--- config.mk ---
export PLATFORM = sky130hd
export DESIGN_NAME = pll_lock_rst_gen
export DESIGN_NICKNAME = d
export VERILOG_FILES = /design/src/rtl/pll_lock_rst_gen.sv
export SDC_FILE = /design/constraint.sdc
export NUM_CORES = 1
export LEC_CHECK = 0
export CORE_MARGIN = 4
export CORE_UTILIZATION = 61
export DETAILED_ROUTE_END_ITERATION = 12
export DONT_BUFFER_PORTS = 1
export MAX_ROUTING_LAYER = met4
export PLACE_DENSITY = 0.77
export SLEW_MARGIN = 20
export SYNTH_ARGS = -nofsm -noshare
export SYNTH_HDL_FRONTEND = slang
export SYNTH_SLANG_ARGS = --single-unit
--- constraint.sdc ---
create_clock -name clk -period 2.5 [get_ports clk]
set_clock_uncertainty 0.2 [all_clocks]
set_input_delay 0.25 -clock clk [delete_from_list [all_inputs] [get_ports clk]]
set_output_delay 0.25 -clock clk [all_outputs]
set_load 0.02 [all_outputs]
--- src/rtl/pll_lock_rst_gen.sv ---
`default_nettype none
// ============================================================================
// Module      : pll_lock_rst_gen
// Description : PLL lock supervisor and system reset generator. Synchronizes
//               the asynchronous PLL lock, debounces it, and releases the
//               downstream synchronous reset only after lock has been stable
//               for LOCK_WAIT cycles. Drops that reset at once on lock loss,
//               re-resets the PLL when lock never arrives, and keeps
//               lock-loss / timeout status for debug.
// Ports       : clk           - free-running PLL reference clock (not a PLL output)
//               rst_n         - asynchronous active-low reset
//               pll_lock      - PLL lock, asynchronous to clk
//               pll_rst_req   - single-cycle soft request to re-reset the PLL
//               pll_rst       - registered active-high reset to the PLL
//               sys_rst_n     - registered active-low reset for downstream logic
//               locked        - high exactly while in RUN
//               lock_loss_cnt - saturating count of lock losses seen in RUN
//               timeout_err   - sticky: MAX_RETRY timeouts since last RUN entry
// Revision    : 1.0 - initial release
// ============================================================================
module pll_lock_rst_gen #(
    parameter int LOCK_WAIT    = 1024,
    parameter int LOCK_TIMEOUT = 65536,
    parameter int PLL_RST_CYC  = 16,
    parameter int MAX_RETRY    = 3,
    parameter int CNT_W        = 8
) (
    input  logic             clk,
    input  logic             rst_n,
    input  logic             pll_lock,
    input  logic             pll_rst_req,
    output logic             pll_rst,
    output logic             sys_rst_n,
    output logic             locked,
    output logic [CNT_W-1:0] lock_loss_cnt,
    output logic             timeout_err
);

    // One timer is shared by all timed states, so it is sized for the longest.
    localparam int c_TMAX_A   = (LOCK_TIMEOUT > LOCK_WAIT) ? LOCK_TIMEOUT : LOCK_WAIT;
    localparam int c_TMAX     = (c_TMAX_A > PLL_RST_CYC) ? c_TMAX_A : PLL_RST_CYC;
    localparam int c_TIMER_W  = (c_TMAX > 1) ? $clog2(c_TMAX) : 1;
    localparam int c_RETRY_W  = $clog2(MAX_RETRY + 1);

    localparam logic [c_TIMER_W-1:0] c_RST_LAST  = c_TIMER_W'(PLL_RST_CYC - 1);
    localparam logic [c_TIMER_W-1:0] c_WAIT_LAST = c_TIMER_W'(LOCK_WAIT - 1);
    localparam logic [c_TIMER_W-1:0] c_TO_LAST   = c_TIMER_W'(LOCK_TIMEOUT - 1);
    localparam logic [c_RETRY_W-1:0] c_MAX_RETRY = c_RETRY_W'(MAX_RETRY);

    typedef enum logic [1:0] {
        S_RESET_PLL = 2'd0,
        S_WAIT_LOCK = 2'd1,
        S_DEBOUNCE  = 2'd2,
        S_RUN       = 2'd3
    } state_t;

    state_t                 r_state;
    state_t                 w_next;
    logic                   r_lock_meta;
    logic                   r_lock_s;
    logic [c_TIMER_W-1:0]   r_timer;
    logic [c_RETRY_W-1:0]   r_retry;
    logic [c_RETRY_W-1:0]   w_retry_sat;
    logic                   w_timeout;
    logic                   w_loss;
    logic                   w_timer_clr;

    // Two-flop synchronizer; only r_lock_s is used past this point.
    always_ff @(posedge clk or negedge rst_n) begin
        if (!rst_n) begin
            r_lock_meta <= 1'b0;
            r_lock_s    <= 1'b0;
        end else begin
            r_lock_meta <= pll_lock;
            r_lock_s    <= r_lock_meta;
        end
    end

    always_ff @(posedge clk or negedge rst_n) begin
        if (!rst_n) begin
            r_state <= S_RESET_PLL;
        end else begin
            r_state <= w_next;
        end
    end

    // Next-state logic. The soft request overrides every other transition,
    // which also suppresses a lock-loss count or timeout in the same cycle.
    always_comb begin
        w_next    = r_state;
        w_timeout = 1'b0;
        w_loss    = 1'b0;
        if (pll_rst_req) begin
            w_next = S_RESET_PLL;
        end else begin
            case (r_state)
                S_RESET_PLL: begin
                    if (r_timer == c_RST_LAST) w_next = S_WAIT_LOCK;
                end
                S_WAIT_LOCK: begin
                    if (r_lock_s) begin
                        w_next = S_DEBOUNCE;
                    end else if (r_timer == c_TO_LAST) begin
                        w_next    = S_RESET_PLL;
                        w_timeout = 1'b1;
                    end
                end
                S_DEBOUNCE: begin
                    if (!r_lock_s) begin
                        w_next = S_WAIT_LOCK;
                    end else if (r_timer == c_WAIT_LAST) begin
                        w_next = S_RUN;
                    end
                end
                S_RUN: begin
                    if (!r_lock_s) begin
                        w_next = S_WAIT_LOCK;
                        w_loss = 1'b1;
                    end
                end
                default: w_next = S_RESET_PLL;
            endcase
        end
    end

    // Timer restarts on every state change (and on a soft request, which may
    // re-enter RESET_PLL from RESET_PLL). It idles at zero in RUN.
    assign w_timer_clr = pll_rst_req || (w_next != r_state);

    always_ff @(posedge clk or negedge rst_n) begin
        if (!rst_n) begin
            r_timer <= '0;
        end else if (w_timer_clr) begin
            r_timer <= '0;
        end else if (r_state != S_RUN) begin
            r_timer <= r_timer + c_TIMER_W'(1);
        end
    end

    assign w_retry_sat = (r_retry == c_MAX_RETRY) ? r_retry : r_retry + c_RETRY_W'(1);

    always_ff @(posedge clk or negedge rst_n) begin
        if (!rst_n) begin
            r_retry     <= '0;
            timeout_err <= 1'b0;
        end else begin
            if (w_next == S_RUN && r_state != S_RUN) begin
                r_retry <= '0;
            end else if (w_timeout) begin
                r_retry <= w_retry_sat;
            end
            if (w_timeout && (w_retry_sat == c_MAX_RETRY)) begin
                timeout_err <= 1'b1;
            end
        end
    end

    always_ff @(posedge clk or negedge rst_n) begin
        if (!rst_n) begin
            lock_loss_cnt <= '0;
        end else if (w_loss && (lock_loss_cnt != {CNT_W{1'b1}})) begin
            lock_loss_cnt <= lock_loss_cnt + CNT_W'(1);
        end
    end

    // Outputs are registered from the next state so they change on the same
    // edge as the state itself.
    always_ff @(posedge clk or negedge rst_n) begin
        if (!rst_n) begin
            pll_rst   <= 1'b1;
            sys_rst_n <= 1'b0;
            locked    <= 1'b0;
        end else begin
            pll_rst   <= (w_next == S_RESET_PLL);
            sys_rst_n <= (w_next == S_RUN);
            locked    <= (w_next == S_RUN);
        end
    end

endmodule
`default_nettype wire

After elaboration in Yosys (flattened, before gate mapping)
Cells that the tools add are included.

word-level totals
  flip-flop bits (word level) = 33
  input port bits = 4

cells by class
  add/subtract/negate cells = 3
  eq/ne operators = 12
  mux-type cells = 20
  reductions and logical operators = 8

operators with widths
  operator                                                                  count
  16-bit two-way mux                                                        2
  2-bit two-way mux                                                         10
  16-bit by 1-bit adder with 16-bit output (second input constant)          1
  16-bit by 10-bit equality test with 1-bit output (second input constant)  1
  16-bit equality test (second input constant)                              1
  16-bit by 4-bit equality test with 1-bit output (second input constant)   1
  2-bit equality test (second input constant)                               5
  8-bit by 1-bit adder with 8-bit output (second input constant)            1
  8-bit inequality test (second input constant)                             1
  2-bit case mux with 4 select lines                                        1
  1-bit two-way mux                                                         7
  2-bit logical NOT                                                         2
  2-bit nonzero test                                                        2
  1-bit logical AND                                                         3
  2-bit by 1-bit adder with 2-bit output (second input constant)            1
  2-bit by 1-bit equality test with 1-bit output (second input constant)    1
  2-bit inequality test                                                     1
  2-bit inequality test (second input constant)                             1
  1-bit logical OR                                                          1

Logic depth before layout (Yosys ltp)
  depth in word-level cells = 8
  depth in mapped cells = 7
  gate-level depth less buffers = 6

Worst setup path before layout
OpenSTA, ideal clock, no wires.

  path type = register to register
  start = reg r_timer[10]
  end = reg locked
  library setup time = 0.065 ns
  arrival = 1.949 ns
  data required time = 2.235 ns
  setup slack = 0.286 ns
  cell stages (with the launch flop) = 7
  cell sequence = dfrtp_1 or4_1 nor4_2 a21oi_1 a2111oi_4 buf_6 o211a_1

on the way
  cells in the longest elaborated chain, start to end = 6
  elaborated cells between the ends (all ways) = 11
  those cells by class = 4 x eq/ne; 7 x mux

ends and longest elaborated chain
  element                                                                                          line      RTL
  start: declaration                                                                               61        logic [c_TIMER_W-1:0] r_timer;
  start signal: assignment                                                                         136       r_timer <= r_timer + c_TIMER_W'(1);
  16-bit by 10-bit equality test with 1-bit output / 16-bit equality test (equally long branches)  111, 103
  2-bit two-way mux (on tied branches)                                                             111, 103
  2-bit two-way mux (on tied branches)                                                             109, 101
  2-bit case mux with 4 select lines (*)                                                           96        case (r_state)
  2-bit two-way mux (*)                                                                            93        if (pll_rst_req) begin
  net w_next[0]                                                                                    58        state_t w_next;
  2-bit equality test (*)                                                                          176       locked <= (w_next == S_RUN);
  end signal: assignment                                                                           176
  end: declaration                                                                                 34        output logic locked,

The timed path passes the listed nets; every way through them passes the cells marked *.
A chain may end at the register's enable or synchronous reset.

Worst setup path in the final report
  start = reg r_timer[11]
  end = reg r_timer[0]

on the way
  cells in the longest elaborated chain, start to end = 8
  elaborated cells between the ends (all ways) = 14
  those cells by class = 4 x eq/ne; 8 x mux; 2 x reduce/logical

ends and longest elaborated chain
  element                                                                                          line      RTL
  16-bit by 10-bit equality test with 1-bit output / 16-bit equality test (equally long branches)  111, 103
  2-bit two-way mux (on tied branches)                                                             111, 103
  2-bit two-way mux (on tied branches)                                                             109, 101
  2-bit case mux with 4 select lines (*)                                                           96
  2-bit two-way mux (*)                                                                            93
  2-bit inequality test (*)                                                                        128       assign w_timer_clr = pll_rst_req || (w_next != r_state);
  1-bit logical OR (*)                                                                             128
  16-bit two-way mux / 2-bit nonzero test (equally long branches)                                  -

Mark *: on every way between the ends. The rest lies on a longest branch, timed or not.

==> summary.md <==
| Metric | Value |
|---|---|
| Combinational family with the most area after synthesis | simple AND/OR/NAND/NOR gates |
| Final Max Tran Viols | 0 |
| Ports | 16 |
| YS warnings | 0 |
| Required time of the critical path | ~2.6 ns |
| Final period util | between 90% and 100% |
| Clk slew on worst S/H paths | around 0.1 ns |
| Initial core utilization | 65.8% |
| Adder-cell share of the synthesized area | ~1.5% |
| Post-CTS setup buffer count | 0 |
| 1st-pass router iterations | 4 |
| Peak supply drop | 0.000535 V |
| Maxcap violations | 0 |
| Vias in the first global route | ~1,200 |
| Post-synthesis sequential area ratio | around half |
| Die X | between 60 and 70 um |
| GRT Total Usage | 21.5% |
| Buffers added on ports | 0 |
| Placed insts | between 150 and 200 |
| Area Overhead vs Synth | 10.4% |
| Post-DRT Antenna Nets | 0 |
| Layout cells sized above 1 | roughly 13% |
| Final GP Congestion | about 0.81 |
| Mean Syn Cell Area | roughly 10 um2 |
| Worst Hold Class | input port to register |
| Overflow after GRT | 0 |
| Number of diodes | 0 |
| Cell Pwr Density | just over 500 nW/um2 |
| Fin. Hold Viols | 0 |
| Post-DP HPWL | roughly 2.3 mm |
| Synth Cell Area | roughly 1700 um2 |
| Post-Syn Instances | between 150 and 200 |
| Post-Layout Cell Count | just over 200 |
| Leak | approximately 0.00083 uW |
| Simple-Gate Fraction of Synth Area | between 20% and 30% |
| Peak fanout along the critical path | 7 |
| Total Nets Final | 178 |
| Die H | 60.4 um |
| Buffer depth of the longest clock path | 2 |
| CP Launch Type | register |
| Worst Path Arrival | approximately 2.4 ns |
| Complex-gate fraction of the synthesized area | around 12% |
| Total wire length | ~3.2 mm |
| Clk sinks | 33 |
| H-tree levels | 2 |
| Drt drc | 0 |
| Cell variety after synth | 39 |
| Slew HR | between 60 and 70% |
| Skew-Pair Late Insertion Delay | ~0.34 ns |
| Via count | between 1,000 and 1,500 |
| Commonest cells after routing, fill and taps aside | dfrtp_1 (32), nor2_1 (22), xor2_1 (12), nand2_1 (8) |
| CTS tree | built |
| Initial antenna violation count | 0 |
| Crit. End Element | register |
| RSZ-0062 raised after global routing | false |
| Vias per inst | roughly 6.0 |
| Drt first-iter violations | 46 |
| Largest net degree at the start of global routing | 34 |
| Die area | between 3000 and 4000 um2 |
| TritonCTS Buffers | 5 |
| Post-Synth XOR/XNOR Area | about a tenth |
| Row cnt | 18 |
| # setup viols final | 0 |
| Syn_nets | 168 |
| CORE AREA | approximately 2500 um2 |
| Max frequency | about 420 MHz |
| Cell chosen for the clock root | clkbuf_4 |
| Minimum clock period | ~2.4 ns |
| Register-to-register setup slack | about 0.14 ns |
| Final TNS setup | 0 ns |
| Commonest non-fill, non-tap cell in the layout | dfrtp_1 |
| Worst-Margin Slew | 0.447 ns |
| Post-synthesis mux area share | 1.87% |
| First-pass GRT wire length | between 5 and 6 mm |
| Setup Crit Path Kind | register to register |
| Post-DR wirelength/cell | roughly 16 um |
| # fillers | 183 |
| Status | finished clean |
| Post-synthesis register bit count | 33 |
[per-layer routing]
metal / vias to the layer above / track usage (%) / part of all wire, %
met5: - / - / 0
met4: 0 / 6.96 / 0.98
met3: 4 / 7.45 / 5.2
met2: 29 / 34.1 / 51
met1: 588 / 25.8 / 43
li1: 594 / - / -
[where the power goes]
group | internal (uW) | switching [uW] | leakage [uW] | total, uW
clock | 163 | 178 | 0.0000413 | 341
sequential | 539 | 8.22 | 0.000450 | 547
combinational | 18.7 | 23.7 | 0.000342 | 42.4
total | 721 | 210 | 0.000834 | 930
[final timing paths]
check,from,end,cells past startpoint
max,r_timer[11]$_DFFE_PN0P_,r_timer[0]$_DFFE_PN0P_,6
min,pll_rst_req,lock_loss_cnt[0]$_DFFE_PN0P_,4
max reg2reg,r_timer[11]$_DFFE_PN0P_,r_timer[0]$_DFFE_PN0P_,6
min reg2reg,r_lock_meta$_DFF_PN0_,r_lock_s$_DFF_PN0_,0
max in group asynchronous,rst_n,pll_rst$_DFF_PN1_,2
min in group asynchronous,rst_n,r_timer[2]$_DFFE_PN0P_,2
[cell families (layout without fill, tap and decap cells)]
| logic type | Yosys count | after routing |
|---|---|---|
| simple gates | 68 | 68 |
| flops | 33 | 33 |
| compound gates | 26 | 26 |
| xor+xnor | 19 | 19 |
| buf+inv | 11 | 22 |
| mux | 3 | 3 |
| fa+ha+maj | 2 | 2 |
[cell type report]
cell class	count	area [um2]	area share (%)
well taps	30	37.5	2.03
flip-flops and latches	33	827	44.7
multi-input cells	118	792	42.8
inverters	4	15.0	0.812
clock buffers	7	65.1	3.52
clock inverters	1	5.00	0.271
repair buffers	10	108	5.82
[Yosys cell counts]
library cell / n / area share (%)
a21oi_1: 6 / 1.8
buf_4: 2 / 0.90
ha_1: 2 / 1.5
o41ai_2: 1 / 0.97
mux2_2: 1 / 0.67
and3_1: 3 / 1.1
a21o_1: 1 / 0.45
xor2_1: 12 / 6.3
dfrtp_1: 32 / 48
nor2b_1: 3 / 1.1
a31oi_1: 1 / 0.37
nand2_1: 8 / 1.8
and2_1: 4 / 1.5
buf_6: 1 / 0.67
nand2b_1: 2 / 0.75
nand4_1: 6 / 2.2
a2111oi_0: 2 / 1.0
clkbuf_1: 4 / 0.90
nor4_1: 3 / 1.1
a221o_1: 1 / 0.60
o31a_1: 1 / 0.52
and4_1: 3 / 1.6
nand4_2: 1 / 0.75
a2111oi_4: 1 / 1.6
o21ai_0: 4 / 1.2
inv_1: 4 / 0.90
nor3_1: 3 / 0.90
nor4_2: 1 / 0.75
nand3_1: 7 / 2.1
o211a_1: 1 / 0.60
a211oi_1: 4 / 1.8
or4_1: 2 / 0.90
xnor2_1: 7 / 3.7
mux2i_1: 2 / 1.2
nor2_1: 22 / 4.9
a311oi_1: 1 / 0.52
dfstp_2: 1 / 1.6
o211ai_1: 1 / 0.45
a21o_2: 1 / 0.52
[metrics by stage]
step	worst slack (ns)	total power, uW	cell area [um2]	hold slack [ns]	utilization [%]
floorplan	0.286	572	1680	-0.246	-
global placement	0.231	580	1730	-0.245	67.9
detailed placement	0.165	582	1730	-0.245	67.9
CTS	0.132	935	1850	0.0551	72.7
global route	0.0105	970	1850	0.0633	72.7
finish	0.140	930	1850	0.0522	72.7
[state kept, by name, indices dropped and copies added, names as in the netlist]
name	cells
r_lock_s	1
r_state	2
pll_rst	1
locked	1
r_timer	16
lock_loss_cnt	8
r_lock_meta	1
timeout_err	1
r_retry	2
[worst max-delay path, stage by stage (launching register included)]
cell and delay (ns):
dfrtp_1 0.43, or4_1 0.55, nor4_2 0.20, a21oi_1 0.15, a2111oi_4 0.35, buf_4 0.21
mux2i_1 0.18
[repair_timing]
action                    in CTS  in global routing
hold endpoints to repair      39                  0
hold buffers                   4                  0
resized for setup              0                  0
Note: power is estimated with default switching activity, not from simulation.
